--- src/rtl/genius_pkg.sv ---
// Shared types and constants for the Genius (Simon) game controller.
package genius_pkg;

  typedef enum logic [2:0] {
    ST_IDLE,
    ST_GAP,
    ST_SHOW,
    ST_WAIT_IN,
    ST_WIN,
    ST_LOSE
  } state_t;

  localparam logic [3:0] LED_ALL_ON = 4'b1111;
  localparam int         LEVEL_W    = 5;
  localparam int         IDX_W      = 4;
  localparam int         COLOR_W    = 4;

  function automatic int max3(input int a, input int b, input int c);
    int m;
    m = (a > b) ? a : b;
    return (m > c) ? m : c;
  endfunction

endpackage

--- src/rtl/genius_ctrl_if.sv ---
// Player/ROM/LED side signals of the game controller.
interface genius_ctrl_if;
  import genius_pkg::*;

  logic                 start;
  logic [COLOR_W-1:0]   btn;
  logic [IDX_W-1:0]     rom_addr;
  logic [COLOR_W-1:0]   rom_data;
  logic [COLOR_W-1:0]   led;
  logic [LEVEL_W-1:0]   level;
  logic                 busy;
  logic                 win;
  logic                 lose;

  modport master (
    input  start, btn, rom_data,
    output rom_addr, led, level, busy, win, lose
  );

  modport slave (
    output start, btn, rom_data,
    input  rom_addr, led, level, busy, win, lose
  );

endinterface

--- src/rtl/genius_timer.sv ---
// Clearable up-counter with a terminal-count compare against a runtime limit.
module genius_timer #(
  parameter int W = 8
) (
  input  logic         clk,
  input  logic         rst_n,
  input  logic         clr_i,
  input  logic         en_i,
  input  logic [W-1:0] term_i,
  output logic         tc_o
);

  logic [W-1:0] cnt_q, cnt_d;

  always_comb begin
    cnt_d = cnt_q;
    if (clr_i)     cnt_d = '0;
    else if (en_i) cnt_d = cnt_q + 1'b1;
  end

  always_ff @(posedge clk or negedge rst_n) begin
    if (!rst_n) cnt_q <= '0;
    else        cnt_q <= cnt_d;
  end

  assign tc_o = (cnt_q == term_i);

endmodule

--- src/rtl/genius_ctrl.sv ---
// Simon game sequencer: plays the first `level` ROM colours, then checks the
// player's presses against the same entries, advancing level or ending the game.
module genius_ctrl
  import genius_pkg::*;
#(
  parameter int SHOW_CYCLES    = 25_000_000,
  parameter int GAP_CYCLES     = 12_500_000,
  parameter int TIMEOUT_CYCLES = 250_000_000,
  parameter int SEQ_LEN        = 16
) (
  input  logic          clk,
  input  logic          rst_n,
  genius_ctrl_if.master bus
);

  localparam int MAX_CYC = max3(SHOW_CYCLES, GAP_CYCLES, TIMEOUT_CYCLES);
  localparam int TMR_W   = (MAX_CYC > 1) ? $clog2(MAX_CYC) : 1;

  localparam logic [TMR_W-1:0]   SHOW_TC = TMR_W'(SHOW_CYCLES - 1);
  localparam logic [TMR_W-1:0]   GAP_TC  = TMR_W'(GAP_CYCLES - 1);
  localparam logic [TMR_W-1:0]   TOUT_TC = TMR_W'(TIMEOUT_CYCLES - 1);
  localparam logic [LEVEL_W-1:0] LVL_MAX = LEVEL_W'(SEQ_LEN);

  state_t               state_q, state_d;
  logic [IDX_W-1:0]     idx_q, idx_d;
  logic [LEVEL_W-1:0]   level_q, level_d;
  logic [IDX_W-1:0]     rom_addr_q;
  logic [COLOR_W-1:0]   led;
  logic                 busy, win, lose;
  logic                 tmr_clr, tmr_en, tmr_tc, press_clr;
  logic [TMR_W-1:0]     tmr_term;
  logic                 last_idx;

  assign last_idx = ({1'b0, idx_q} == (level_q - 1'b1));

  always_comb begin
    state_d   = state_q;
    idx_d     = idx_q;
    level_d   = level_q;
    press_clr = 1'b0;
    led       = '0;
    busy      = 1'b0;
    win       = 1'b0;
    lose      = 1'b0;
    case (state_q)
      ST_IDLE: begin
        if (bus.start) begin
          level_d = LEVEL_W'(1);
          idx_d   = '0;
          state_d = ST_GAP;
        end
      end
      ST_GAP: begin
        busy = 1'b1;
        if (tmr_tc) state_d = ST_SHOW;
      end
      ST_SHOW: begin
        busy = 1'b1;
        led  = bus.rom_data;
        if (tmr_tc) begin
          if (!last_idx) begin
            idx_d   = idx_q + 1'b1;
            state_d = ST_GAP;
          end else begin
            idx_d   = '0;
            state_d = ST_WAIT_IN;
          end
        end
      end
      ST_WAIT_IN: begin
        led = bus.btn;
        // A press in the timeout cycle still counts, so it is checked first.
        if (bus.btn != '0) begin
          if (bus.btn != bus.rom_data) begin
            state_d = ST_LOSE;
          end else if (!last_idx) begin
            idx_d     = idx_q + 1'b1;
            press_clr = 1'b1;
          end else if (level_q < LVL_MAX) begin
            level_d = level_q + 1'b1;
            idx_d   = '0;
            state_d = ST_GAP;
          end else begin
            state_d = ST_WIN;
          end
        end else if (tmr_tc) begin
          state_d = ST_LOSE;
        end
      end
      ST_WIN, ST_LOSE: begin
        win  = (state_q == ST_WIN);
        lose = (state_q == ST_LOSE);
        led  = (state_q == ST_WIN) ? LED_ALL_ON : bus.rom_data;
        if (bus.start) begin
          level_d = LEVEL_W'(1);
          idx_d   = '0;
          state_d = ST_GAP;
        end
      end
      default: state_d = ST_IDLE;
    endcase
  end

  always_comb begin
    tmr_term = TOUT_TC;
    case (state_q)
      ST_GAP:  tmr_term = GAP_TC;
      ST_SHOW: tmr_term = SHOW_TC;
      default: tmr_term = TOUT_TC;
    endcase
  end

  assign tmr_en  = (state_q == ST_GAP) || (state_q == ST_SHOW) || (state_q == ST_WAIT_IN);
  assign tmr_clr = press_clr || (state_d != state_q);

  genius_timer #(.W(TMR_W)) u_timer (
    .clk    (clk),
    .rst_n  (rst_n),
    .clr_i  (tmr_clr),
    .en_i   (tmr_en),
    .term_i (tmr_term),
    .tc_o   (tmr_tc)
  );

  // rom_addr is registered from next idx so the ROM always shows entry idx_q.
  always_ff @(posedge clk or negedge rst_n) begin
    if (!rst_n) begin
      state_q    <= ST_IDLE;
      idx_q      <= '0;
      level_q    <= '0;
      rom_addr_q <= '0;
    end else begin
      state_q    <= state_d;
      idx_q      <= idx_d;
      level_q    <= level_d;
      rom_addr_q <= idx_d;
    end
  end

  assign bus.rom_addr = rom_addr_q;
  assign bus.level    = level_q;
  assign bus.led      = led;
  assign bus.busy     = busy;
  assign bus.win      = win;
  assign bus.lose     = lose;

endmodule
--- src/flat_wrapper.sv ---
// flat-port wrapper written by rule: the top's interface ports become plain ports
module genius_ctrl_flat import genius_pkg::*;
#(
  parameter int SHOW_CYCLES    = 25_000_000,
  parameter int GAP_CYCLES     = 12_500_000,
  parameter int TIMEOUT_CYCLES = 250_000_000,
  parameter int SEQ_LEN        = 16
)
  (clk, rst_n, bus_start, bus_btn, bus_rom_data, bus_rom_addr, bus_led, bus_level, bus_busy, bus_win, bus_lose);
  genius_ctrl_if bus_i ();
  input  logic clk;
  input  logic rst_n;
  input wire logic [$bits(bus_i.start)-1:0] bus_start;
  input wire logic [$bits(bus_i.btn)-1:0] bus_btn;
  input wire logic [$bits(bus_i.rom_data)-1:0] bus_rom_data;
  output wire logic [$bits(bus_i.rom_addr)-1:0] bus_rom_addr;
  output wire logic [$bits(bus_i.led)-1:0] bus_led;
  output wire logic [$bits(bus_i.level)-1:0] bus_level;
  output wire logic [$bits(bus_i.busy)-1:0] bus_busy;
  output wire logic [$bits(bus_i.win)-1:0] bus_win;
  output wire logic [$bits(bus_i.lose)-1:0] bus_lose;
  assign bus_i.start = bus_start;
  assign bus_i.btn = bus_btn;
  assign bus_i.rom_data = bus_rom_data;
  assign bus_rom_addr = bus_i.rom_addr;
  assign bus_led = bus_i.led;
  assign bus_level = bus_i.level;
  assign bus_busy = bus_i.busy;
  assign bus_win = bus_i.win;
  assign bus_lose = bus_i.lose;
  genius_ctrl #(.SHOW_CYCLES(SHOW_CYCLES), .GAP_CYCLES(GAP_CYCLES), .TIMEOUT_CYCLES(TIMEOUT_CYCLES), .SEQ_LEN(SEQ_LEN)) u_core (.clk(clk), .rst_n(rst_n), .bus(bus_i));
endmodule
--- config.mk ---
export PLATFORM = sky130hd
export DESIGN_NAME = genius_ctrl_flat
export DESIGN_NICKNAME = d
export VERILOG_FILES = /design/src/rtl/genius_pkg.sv /design/src/rtl/genius_ctrl_if.sv /design/src/rtl/genius_timer.sv /design/src/rtl/genius_ctrl.sv /design/src/flat_wrapper.sv
export SDC_FILE = /design/constraint.sdc
export NUM_CORES = 1
export LEC_CHECK = 0
export BUFFER_PORTS_ARGS = -buffer_cell sky130_fd_sc_hd__buf_4
export CORE_MARGIN = 2
export CORE_UTILIZATION = 40
export DETAILED_ROUTE_END_ITERATION = 10
export PLACE_DENSITY = 0.61
export SYNTH_ARGS = -nofsm -noshare
export SYNTH_HDL_FRONTEND = slang
export SYNTH_HIERARCHICAL = 1
export SYNTH_SLANG_ARGS = --single-unit
--- constraint.sdc ---
create_clock -name clk -period 12.5 [get_ports clk]
set_clock_uncertainty 0.2 [all_clocks]
set_input_delay 2.5 -clock clk [delete_from_list [all_inputs] [get_ports clk]]
set_output_delay 2.5 -clock clk [all_outputs]
set_load 0.1 [all_outputs]
==> impl_metrics.env <==
export IMPL_run_status="complete, no violations"
export IMPL_synth_enable_flop_cells=0
export IMPL_clk_latency_ns=0.29
export IMPL_yosysTopAreaCell="dfrtp_1"
export IMPL_synthDistinctLibCells=52
export IMPL_wl_per_cell_um=14.0
export IMPL_max_cap_violations=0
export IMPL_rr_worst_depth=16
export IMPL_crit_type="in -> out"
export IMPL_grt_pass1_vias=2206
export IMPL_dp_hpwl_um=4330
export IMPL_layout_min_cycle_time_ns=5.88
export IMPL_gp_congestion=0.770
export IMPL_fin_nets=361
export IMPL_synth_compound_area_share_pct=14.3
export IMPL_ant_nets=0
export IMPL_synthFlopType="dfrtp_1"
export IMPL_setup_viol=0
export IMPL_port_buffers=26
export IMPL_synthTopCellsByCount="40 x dfrtp_1, 34 x nor2_1, 26 x xnor2_1"
export IMPL_antenna_cells=0
export IMPL_die_area_um2=7890
export IMPL_final_setup_tns_ns=0
export IMPL_drt_iter0_markers=143
export IMPL_num_io_pins=27
export IMPL_worstHoldStart="u_core/bus.rom_addr[3]"
export IMPL_via_count=2370
export IMPL_synth_top_cell_area_share_pct=34.8
export IMPL_min_to="u_core/bus.rom_addr[3]"
export IMPL_synth_top_family_by_area="simple AND/OR/NAND/NOR gates"
export IMPL_initial_utilization_pct=41.9
export IMPL_swShare_pct=36.5
export IMPL_r2r_slack_ns=6.89
export IMPL_fin_ws_ns=6.62
export IMPL_grt_overflow=0
export IMPL_cts_sinks=40
export IMPL_power_w=0.000339
export IMPL_cp_slowest_stage_delay_ns=0.32
export IMPL_critPathArrivalTime_ns=3.18
export IMPL_synth_area_um2=2880
export IMPL_grt_start_max_net_pins=41
export IMPL_p_int_w=0.000215
export IMPL_power_clock_fraction_pct=24.3
export IMPL_fmax_mhz=170
export IMPL_grt_pass1_wl_um=10600
export IMPL_hold_path_class="reg -> reg"
export IMPL_period_share_pct=47.0
export IMPL_ys_warn_count=6
export IMPL_p_sw_w=0.000124
export IMPL_crit_fanout=4
export IMPL_grt_total_usage_pct=17.2
export IMPL_synth_xor_area_share_pct=14.6
export IMPL_crit_chain="buf_4 -> mux2i_1 -> o22ai_1 -> buf_4"
export IMPL_wl_um=6170
export IMPL_dp_cells=435
export IMPL_hold_depth=1
export IMPL_syn_area_per_cell_um2=9.07
export IMPL_crit_top_cell="buf_4"
export IMPL_viasPerCell=5.36
export IMPL_synthSimpleGateAreaFrac_pct=25.7
export IMPL_cts_hold_buf=0
export IMPL_rows=30
export IMPL_die_h_um=88.8
export IMPL_grt_antenna_before_repair=0
export IMPL_final_area_um2=3200
export IMPL_async_flop_share_pct=100
export IMPL_cpMaxStageDelayCell="buf_4"
export IMPL_peakVddDrop_mv=0.0918
export IMPL_required_ns=9.80
export IMPL_seqPwrFrac_pct=49.4
export IMPL_numCtsBuffers=5
export IMPL_power_density_nw_per_um2=106
export IMPL_synthMuxAreaShare_pct=3.22
export IMPL_start_kind="input port"
export IMPL_seq_area_frac_synth_pct=34.8
export IMPL_place_area_um2=3120
export IMPL_tightest_slew_ns=0.967
export IMPL_route_detailed_drc=0
export IMPL_cts_buffer_depth=2
export IMPL_netlist_top_cells_area="dfrtp_1 35%, xnor2_1 7.9%, xor2_1 6.7%, nor2_1 4.4%, o31ai_1 3.4%"
export IMPL_core_area_um2=6870
export IMPL_dp_slack_ns=6.62
export IMPL_stdcell_count=442
export IMPL_cts_tree="done"
export IMPL_p_leak_nw=1.34
export IMPL_r2r_end="u_core/u_timer/cnt_q[27]"
export IMPL_rsz0062_at_grt="false"
export IMPL_cts_setup_buffers=0
export IMPL_drt_pass1_iter_count=4
export IMPL_yosysMostFrequentCell="dfrtp_1"
export IMPL_yosys_register_bits=40
export IMPL_layout_drive_gt1_share_pct=14.5
export IMPL_area_growth_pct=11.3
export IMPL_comb_power_share_pct=26.3
export IMPL_r2r_start="u_core/state_q[0]"
export IMPL_syn_inst=317
export IMPL_cts_root_buf="clkbuf_8"
export IMPL_hold_viol=0
export IMPL_path_clk_slew_ns=0.08
export IMPL_htree_num_levels=2
export IMPL_drv_slew=0
export IMPL_cp_end_kind="output pin"
export IMPL_slew_headroom_pct=35.0
export IMPL_die_w_um=88.8
export IMPL_cts_resized_gates=0
export IMPL_synthAdderAreaFrac_pct=1.74
==> worst max-delay path: cells and delay by family <==
family                 cells  cell delay [ns]
buffers and inverters      2             0.42
AOI/OAI and AO/OA          1             0.19
muxes                      1             0.07
==> worst max path at each step <==
stage / cells after the start / end / startpoint / slack (ns)
after detailed placement: 4 / bus_led[2] / bus_btn[2] / 6.62
after floorplan: 2 / bus_led[2] / bus_btn[2] / 5.78
final: 4 / bus_led[2] / bus_btn[2] / 6.62
after global placement: 4 / bus_led[2] / bus_btn[2] / 6.65
after CTS: 4 / bus_led[2] / bus_btn[2] / 6.62
after global routing: 16 / u_core/u_timer/cnt_q[27] / u_core/state_q[0] / 6.38
==> logic make-up after synthesis <==
family                     after synthesis
buffers and inverters                   25
adders and majority gates                4
other                                    2
DFF                                     40
and+or+nand+nor                        128
xor gates and xnor gates                48
muxes                                    9
AOI/OAI and AO/OA                       61
==> cell type report <==
class	count	area [µm²]
flip-flops and latches	40	1000
clock buffers	6	72.6
multi-input cells	261	1760
repair buffers	27	203
inverters	11	41.3
clock inverters	1	5.00
fillers	685	3670
well taps	96	120
==> flip-flops by register name, summed over array words and instances (netlist names) <==
signal	count
u_core/u_timer/cnt_q	28
u_core/bus.level	5
u_core/bus.rom_addr	4
u_core/state_q	3
==> cell usage in the layout (no fill, tap or decap), types with 2 or more instances in the layout <==
cell type / synthesis / final
inv_1: 11 / 11
o31ai_1: 13 / 13
o22ai_1: 4 / 4
clkbuf_8: 2 / 5
nand3_1: 10 / 10
mux2_2: 2 / 2
mux2i_1: 7 / 7
a21oi_2: 1 / 2
xor2_1: 22 / 22
nor2b_1: 3 / 3
nand2_1: 14 / 14
or4_1: 12 / 12
nor3_1: 8 / 8
nor4_1: 12 / 12
nand4_1: 11 / 11
a221o_1: 2 / 2
dfrtp_1: 40 / 40
nor2_1: 34 / 34
or3_2: 2 / 2
a21oi_1: 19 / 18
xnor2_1: 26 / 26
conb_1: 2 / 11
and4_1: 3 / 3
buf_4: 2 / 27
ha_1: 4 / 4
or3_1: 4 / 4
nand2b_1: 5 / 5
o2bb2ai_1: 2 / 2
or3_4: 2 / 2
o21ai_0: 11 / 11
==> routing by layer <==
metal	share of wire, %	vias up	track usage [%]	wire length (µm)
li1	-	1206	-	-
met1	51	1130	24.1	3160
met2	45	29	26.0	2750
met3	3.0	5	4.29	186
met4	1.1	0	5.65	70
met5	0	-	0	0
==> power by group through the flow <==
| stage | logic, W | registers [W] | clock network [W] |
|---|---|---|---|
| global route | 0.000100 | 0.000171 | 0.0000919 |
| detailed placement | 0.0000901 | 0.000170 | 0 |
| CTS | 0.0000904 | 0.000168 | 0.0000873 |
| finish | 0.0000892 | 0.000168 | 0.0000824 |
| global placement | 0.0000884 | 0.000171 | 0 |
| floorplan | 0.0000608 | 0.000179 | 0 |
==> through the flow <==
stage | util (%) | hold slack [ns]
floorplan | - | 0.347
global placement | 45.5 | 0.364
detailed placement | 45.5 | 0.355
CTS | 46.6 | 0.374
global route | 46.6 | 0.401
finish | 46.6 | 0.368
No activity file was read; power rests on OpenSTA's default activity.
